<file path="config.mk">
export PLATFORM = sky130hd
export DESIGN_NAME = ram_string_reader_flat
export DESIGN_NICKNAME = d
export VERILOG_FILES = /design/src/rtl/ram_string_reader_pkg.sv /design/src/rtl/ram_string_reader_if.sv /design/src/rtl/ram_string_reader_classify.sv /design/src/rtl/ram_string_reader.sv /design/src/flat_wrapper.sv
export SDC_FILE = /design/constraint.sdc
export NUM_CORES = 1
export LEC_CHECK = 0
export CAP_MARGIN = 10
export CORE_UTILIZATION = 40
export CTS_CLUSTER_DIAMETER = 60
export DETAILED_ROUTE_END_ITERATION = 10
export GPL_ROUTABILITY_DRIVEN = 0
export PLACE_DENSITY_LB_ADDON = 0.3
export SLEW_MARGIN = 20
export SYNTH_ARGS = -nofsm -noshare
export SYNTH_HDL_FRONTEND = slang
export SYNTH_SLANG_ARGS = --single-unit
</file>
<file path="constraint.sdc">
create_clock -name clk -period 2.57 [get_ports clk]
set_input_delay 0.6425 -clock clk [delete_from_list [all_inputs] [get_ports clk]]
set_output_delay 0.6425 -clock clk [all_outputs]
set_load 0.03 [all_outputs]
</file>
<file path="src/rtl/ram_string_reader_pkg.sv">
`default_nettype none
// ============================================================================
//  ram_stream_pkg
//  Shared widths, FSM state, word classes and error codes for the string reader.
//  Revision: 1.0
// ============================================================================
package ram_stream_pkg;

   localparam int RAM_ADDR_W = 10;
   localparam int RAM_WORD_W = 10;

   typedef enum logic [1:0] {
      IDLE  = 2'd0,
      FETCH = 2'd1,
      SEND  = 2'd2
   } state_t;

   typedef enum logic [1:0] {
      WC_CHAR   = 2'd0,
      WC_TERM   = 2'd1,
      WC_BADTAG = 2'd2
   } word_class_t;

   localparam logic [1:0] ERR_NONE = 2'b00;
   localparam logic [1:0] ERR_TAG  = 2'b01;
   localparam logic [1:0] ERR_LEN  = 2'b10;
   localparam logic [1:0] ERR_WRAP = 2'b11;

endpackage
`default_nettype wire

</file>
<file path="src/rtl/ram_string_reader_if.sv">
`default_nettype none
// ============================================================================
//  ram_string_reader_if
//  RAM read port plus valid/ready character stream of the string reader.
//  Revision: 1.0
// ============================================================================
interface ram_string_reader_if #(
   parameter int ADDR_W = 10,
   parameter int WORD_W = 10
) ();

   logic [ADDR_W-1:0] mem_addr;
   logic [WORD_W-1:0] mem_rdata;
   logic [7:0]        char_data;
   logic              char_valid;
   logic              char_ready;

   modport master (
      output mem_addr,
      input  mem_rdata,
      output char_data,
      output char_valid,
      input  char_ready
   );

   modport slave (
      input  mem_addr,
      output mem_rdata,
      input  char_data,
      input  char_valid,
      output char_ready
   );

endinterface
`default_nettype wire

</file>
<file path="src/rtl/ram_string_reader_classify.sv">
`default_nettype none
// ============================================================================
//  ram_word_classify
//  Splits a RAM word into terminator / bad-tag / character and its byte.
//  Revision: 1.0
// ============================================================================
module ram_word_classify
   import ram_stream_pkg::*;
#(
   parameter int WORD_W = RAM_WORD_W
) (
   input  logic [WORD_W-1:0] word,
   output word_class_t       word_class,
   output logic [7:0]        char_byte
);

   always_comb begin
      char_byte = word[7:0];
      if (word == '0) begin
         word_class = WC_TERM;
      end else if (word[WORD_W-1:8] != '0) begin
         word_class = WC_BADTAG;
      end else begin
         word_class = WC_CHAR;
      end
   end

endmodule
`default_nettype wire

</file>
<file path="src/rtl/ram_string_reader.sv">
`default_nettype none
// ============================================================================
//  ram_string_reader
//  Walks RAM from start_addr and streams character bytes until a zero word.
//  Revision: 1.0
// ============================================================================
module ram_string_reader
   import ram_stream_pkg::*;
#(
   parameter int ADDR_W  = RAM_ADDR_W,
   parameter int WORD_W  = RAM_WORD_W,
   parameter int MAX_LEN = 256
) (
   input  logic                clk,
   input  logic                rst_n,
   input  logic                start,
   input  logic [ADDR_W-1:0]   start_addr,
   ram_string_reader_if.master bus,
   output logic                busy,
   output logic                done,
   output logic                err,
   output logic [1:0]          err_code,
   output logic [8:0]          char_count
);

   localparam logic [8:0]      MAX_CNT = 9'(MAX_LEN);
   localparam logic [ADDR_W:0] PTR_ONE = (ADDR_W+1)'(1);

   state_t            state_q, state_d;
   logic [ADDR_W:0]   ptr_q, ptr_d;
   logic [8:0]        count_q, count_d;
   logic [7:0]        char_data_q, char_data_d;
   logic              char_valid_q, char_valid_d;
   logic              done_q, done_d;
   logic              err_q, err_d;
   logic [1:0]        err_code_q, err_code_d;

   word_class_t       word_class;
   logic [7:0]        char_byte;
   logic              fetch_en;

   ram_word_classify #(
      .WORD_W     (WORD_W)
   ) u_classify (
      .word       (bus.mem_rdata),
      .word_class (word_class),
      .char_byte  (char_byte)
   );

   // State register
   always_ff @(posedge clk) begin
      if (!rst_n) begin
         state_q      <= IDLE;
         ptr_q        <= '0;
         count_q      <= '0;
         char_data_q  <= 8'h00;
         char_valid_q <= 1'b0;
         done_q       <= 1'b0;
         err_q        <= 1'b0;
         err_code_q   <= ERR_NONE;
      end else begin
         state_q      <= state_d;
         ptr_q        <= ptr_d;
         count_q      <= count_d;
         char_data_q  <= char_data_d;
         char_valid_q <= char_valid_d;
         done_q       <= done_d;
         err_q        <= err_d;
         err_code_q   <= err_code_d;
      end
   end

   // Next state. FETCH and an accepted SEND share the same word evaluation.
   always_comb begin
      state_d      = state_q;
      ptr_d        = ptr_q;
      count_d      = count_q;
      char_data_d  = char_data_q;
      char_valid_d = char_valid_q;
      done_d       = 1'b0;
      err_d        = err_q;
      err_code_d   = err_code_q;
      fetch_en     = 1'b0;

      case (state_q)
         IDLE: begin
            if (start) begin
               ptr_d      = {1'b0, start_addr};
               count_d    = '0;
               err_d      = 1'b0;
               err_code_d = ERR_NONE;
               state_d    = FETCH;
            end
         end
         FETCH: begin
            fetch_en = 1'b1;
         end
         SEND: begin
            if (char_valid_q && bus.char_ready) begin
               char_valid_d = 1'b0;
               fetch_en     = 1'b1;
            end
         end
         default: begin
            state_d = IDLE;
         end
      endcase

      if (fetch_en) begin
         state_d = IDLE;
         // Pointer past the top of RAM: the word at mem_addr is not a real fetch.
         if (ptr_q[ADDR_W]) begin
            err_d      = 1'b1;
            err_code_d = ERR_WRAP;
         end else begin
            case (word_class)
               WC_TERM: begin
                  done_d = 1'b1;
               end
               WC_BADTAG: begin
                  err_d      = 1'b1;
                  err_code_d = ERR_TAG;
               end
               default: begin
                  if (count_q == MAX_CNT) begin
                     err_d      = 1'b1;
                     err_code_d = ERR_LEN;
                  end else begin
                     char_data_d  = char_byte;
                     char_valid_d = 1'b1;
                     ptr_d        = ptr_q + PTR_ONE;
                     count_d      = count_q + 9'd1;
                     state_d      = SEND;
                  end
               end
            endcase
         end
      end
   end

   // Outputs
   always_comb begin
      bus.mem_addr   = ptr_q[ADDR_W-1:0];
      bus.char_data  = char_data_q;
      bus.char_valid = char_valid_q;
      busy           = (state_q != IDLE);
      done           = done_q;
      err            = err_q;
      err_code       = err_code_q;
      char_count     = count_q;
   end

endmodule
`default_nettype wire

</file>
<file path="src/flat_wrapper.sv">
// flat-port wrapper written by rule: the top's interface ports become plain ports
module ram_string_reader_flat import ram_stream_pkg::*;
#(
   parameter int ADDR_W  = RAM_ADDR_W,
   parameter int WORD_W  = RAM_WORD_W,
   parameter int MAX_LEN = 256
)
  (clk, rst_n, start, start_addr, busy, done, err, err_code, char_count, bus_mem_addr, bus_mem_rdata, bus_char_data, bus_char_valid, bus_char_ready);
  ram_string_reader_if #(.ADDR_W(ADDR_W), .WORD_W(WORD_W)) bus_i ();
  input  logic clk;
  input  logic rst_n;
  input  logic start;
  input  logic [ADDR_W-1:0] start_addr;
  output logic busy;
  output logic done;
  output logic err;
  output logic [1:0] err_code;
  output logic [8:0] char_count;
  output wire logic [$bits(bus_i.mem_addr)-1:0] bus_mem_addr;
  input wire logic [$bits(bus_i.mem_rdata)-1:0] bus_mem_rdata;
  output wire logic [$bits(bus_i.char_data)-1:0] bus_char_data;
  output wire logic [$bits(bus_i.char_valid)-1:0] bus_char_valid;
  input wire logic [$bits(bus_i.char_ready)-1:0] bus_char_ready;
  assign bus_mem_addr = bus_i.mem_addr;
  assign bus_i.mem_rdata = bus_mem_rdata;
  assign bus_char_data = bus_i.char_data;
  assign bus_char_valid = bus_i.char_valid;
  assign bus_i.char_ready = bus_char_ready;
  ram_string_reader #(.ADDR_W(ADDR_W), .WORD_W(WORD_W), .MAX_LEN(MAX_LEN)) u_core (.clk(clk), .rst_n(rst_n), .start(start), .start_addr(start_addr), .bus(bus_i), .busy(busy), .done(done), .err(err), .err_code(err_code), .char_count(char_count));
endmodule
</file>
==> results.json, run 1 <==
{
  "status": "complete, but fails checks",
  "violations": "DRC",
  "num_io_pins": 57,
  "ys_seq_area_frac": 0.3646,
  "port_buffers": 56,
  "synth_edf_count": 0,
  "cts_tree": "done",
  "crit_path_max_fanout": 3,
  "grt_pass1_wl_mm": 7.521,
  "slew_headroom": 0.7303,
  "cp_common_cell": "inv_1",
  "dp_hpwl_mm": 3.253,
  "yosys_warnings": 0,
  "p_total_mw": 1.482,
  "synth.distinct_cells": 43,
  "synth_top_area_frac": 0.3646,
  "fin_worst_skew_ns": 0.007437,
  "critical_path_class": "reg2out",
  "yosysTopAreaCell": "dfxtp_1",
  "wl_met1_mm": 2.152,
  "min_from": "u_core.bus.char_data[7]",
  "required_ns": 1.93,
  "post_cts_buffers": 0,
  "synth_area_per_cell_um2": 8.008,
  "diodes": 0,
  "maxCapViolations": 0,
  "fmax_mhz": 430.9,
  "dr_wl_met3_um": 322,
  "top_layer": "met4",
  "period_minus_slack_ns": 2.320,
  "numCtsBuffers": 5,
  "vdd_ir_drop_max_mv": 0.4864,
  "postSynthCellCount": 240,
  "arrival_ns": 1.68,
  "vias": 1879,
  "drt-pass1-iter-count": 7,
  "grt_pass1_vias": 1645,
  "worstMarginPinSlew_ns": 0.4008,
  "syn_area_um2": 1922,
  "synth.most_common_cell": "nand2_1",
  "regArea_um2": 700.7,
  "grt_max_degree": 31,
  "clk-insertion-delay-late_ns": 0.29,
  "nFillCells": 453,
  "drtAntennaViolNets": 0,
  "rr_startpoint": "u_core.state_q[0]",
  "drive_above_1_share": 0.08935,
  "die-area_um2": 5086,
  "clockBufferDepth": 2,
  "cts_hold_buf": 0,
  "setup_viol": 0,
  "crit_path_cell_trace": "inv_1, ha_1, inv_1, clkdlybuf4s50_1",
  "cts.sinks": 35,
  "design_area_um2": 2570,
  "drc": 4,
  "dieWidth_um": 71.32,
  "critPathCaptureType": "output port",
  "antenna_found_initial": 0,
  "wl_met2_mm": 2.039,
  "startpoint_type": "flop",
  "cp-startpoint": "u_core.state_q[0]",
  "wl_per_cell_um": 13.43,
  "h-tree-depth": 2,
  "core_area_um2": 4474,
  "overflow": 0,
  "synthTopCellsByArea": "dfxtp_1, nand2_1, a21oi_1",
  "synth_ff_type": "dfxtp_1",
  "die_h_um": 71.32,
  "ys_ff_latch": 35,
  "synth-async-reset-ratio": 0,
  "max_stage_delay_ns": 0.66,
  "synth_commonest_cells": "nand2_1, dfxtp_1, a21oi_1",
  "start_util": 0.4295,
  "syn_nets": 271,
  "final_nets": 321,
  "root_buffer": "clkbuf_8",
  "timing.final.crit_share": 0.9029,
  "hold_class": "reg2reg",
  "fin_setup_tns_ns": 0,
  "cts_resized": 0,
  "rsz0062_at_grt": "false",
  "fp-row-count": 24,
  "hold_viol": 0,
  "track_usage": 0.1887,
  "area_growth_pct": 33.72,
  "cpMaxStageDelayCell": "clkdlybuf4s50_1",
  "drt-vias-per-instance": 5.478,
  "drt_iter0_drc": 173,
  "multi_input_area_um2": 1049,
  "powerDensity_nw_per_um2": 576.7,
  "drv_slew": 0,
  "drt_wl_total_mm": 4.607,
  "p_leak_nw": 0.8910,
  "placed_cell_area_um2": 2489,
  "clk_pin_slew_ns": 0.07
}
## critical path, delay by kind of cell (launching register included)
family,cells,cell delay (ns)
flops,1,0.35
fa+ha+maj,1,0.22
buf+inv,3,0.82
## flip-flops by register name, summed over array words and instances, names as in the netlist
| register | count |
|---|---|
| u_core.done | 1 |
| u_core.char_count | 9 |
| u_core.err_code | 2 |
| u_core.err | 1 |
| u_core.ptr_q | 11 |
| u_core.bus.char_valid | 1 |
| u_core.bus.char_data | 8 |
| u_core.state_q | 2 |
## final timing paths
| kind | endpoint | slack, ns | cells after the start |
|---|---|---|---|
| hold reg to reg | u_core.bus.char_data[7] | 0.45 | 2 |
| setup / recovery | busy | 0.25 | 4 |
| hold / removal | u_core.bus.char_data[7] | 0.45 | 2 |
| setup reg to reg | u_core.char_count[6] | 0.44 | 8 |
## layout make-up
type	count	share of cell area
tap	52	0.02532
sequential	35	0.2726
inverter	9	0.01315
multi-input combinational	174	0.4080
clock inverter	1	0.001947
timing repair buffer	65	0.2493
clock buffer	7	0.02970
## logic make-up (layout without fill, tap and decap cells)
kind of cell	count (synthesis)	count (layout)	share of synthesized area
simple gates	101	101	0.2767
mux	3	3	0.01628
compound gates	62	62	0.2025
flops	35	35	0.3646
fa+ha+maj	7	7	0.04557
buf+inv	31	82	0.08984
xor+xnor	1	1	0.004558
## power breakdown
group	internal [mW]	leakage (nW)	switching, mW
Sequential	0.583	0.284	0.0396
Clock	0.190	0.0422	0.194
Combinational	0.209	0.565	0.267
Total	0.982	0.891	0.501
## routing by layer
metal | track usage | vias up
met3 | 0.05485 | 8
li1 | - | 951
met5 | 0 | -
met1 | 0.2378 | 864
met4 | 0.09778 | 0
met2 | 0.2931 | 56
## through the flow
stage               cells  utilization  worst slack (ns)  hold slack [ns]
floorplan             240            -            0.6339           0.4886
global placement      335       0.5562           0.03694           0.4424
detailed placement    335       0.5562          0.009680           0.4436
CTS                   343       0.5744            0.2296           0.4561
global route          343       0.5744            0.1571           0.4802
finish                343       0.5744            0.2495           0.4519
## placed cells by master, fill, tap and decap left out, types with 2 or more instances in the layout
master           Yosys  final
clkdlybuf4s50_1      0     56
nand2_1             55     55
dfxtp_1             35     35
a21oi_1             33     33
inv_1                9      9
nor2_1               8      8
or4_1                8      8
buf_4               12      8
nand3_1              7      7
o221ai_1             7      7
ha_1                 7      7
o21ai_0              5      5
clkbuf_8             0      5
and2_1               4      4
nor4_1               3      3
and3_1               3      3
a211oi_1             3      3
nor4b_2              2      2
or3_1                2      2
or2_2                2      2
o31ai_1              2      2
a221oi_1             2      2
mux2i_1              2      2
clkbuf_1             6      2
Power figures use the tool's default switching activity.
==> run 2: changes to the inputs <==
--- a/config.mk
+++ b/config.mk
@@ -5,7 +5,6 @@
 export SDC_FILE = /design/constraint.sdc
 export NUM_CORES = 1
 export LEC_CHECK = 0
-export CAP_MARGIN = 10
 export CORE_UTILIZATION = 40
 export CTS_CLUSTER_DIAMETER = 60
 export DETAILED_ROUTE_END_ITERATION = 10
==> results of run 2 <==
Same layout as run 1: the final DEF is identical, and so are final timing and power.
==> run 3: changes to the inputs <==
--- a/config.mk
+++ b/config.mk
@@ -9,6 +9,7 @@
 export CTS_CLUSTER_DIAMETER = 60
 export DETAILED_ROUTE_END_ITERATION = 10
 export GPL_ROUTABILITY_DRIVEN = 0
+export HOLD_SLACK_MARGIN = 0.08
 export PLACE_DENSITY_LB_ADDON = 0.3
 export SLEW_MARGIN = 20
 export SYNTH_ARGS = -nofsm -noshare
==> results of run 3 <==
Same layout as run 1: the final DEF is identical, and so are final timing and power.
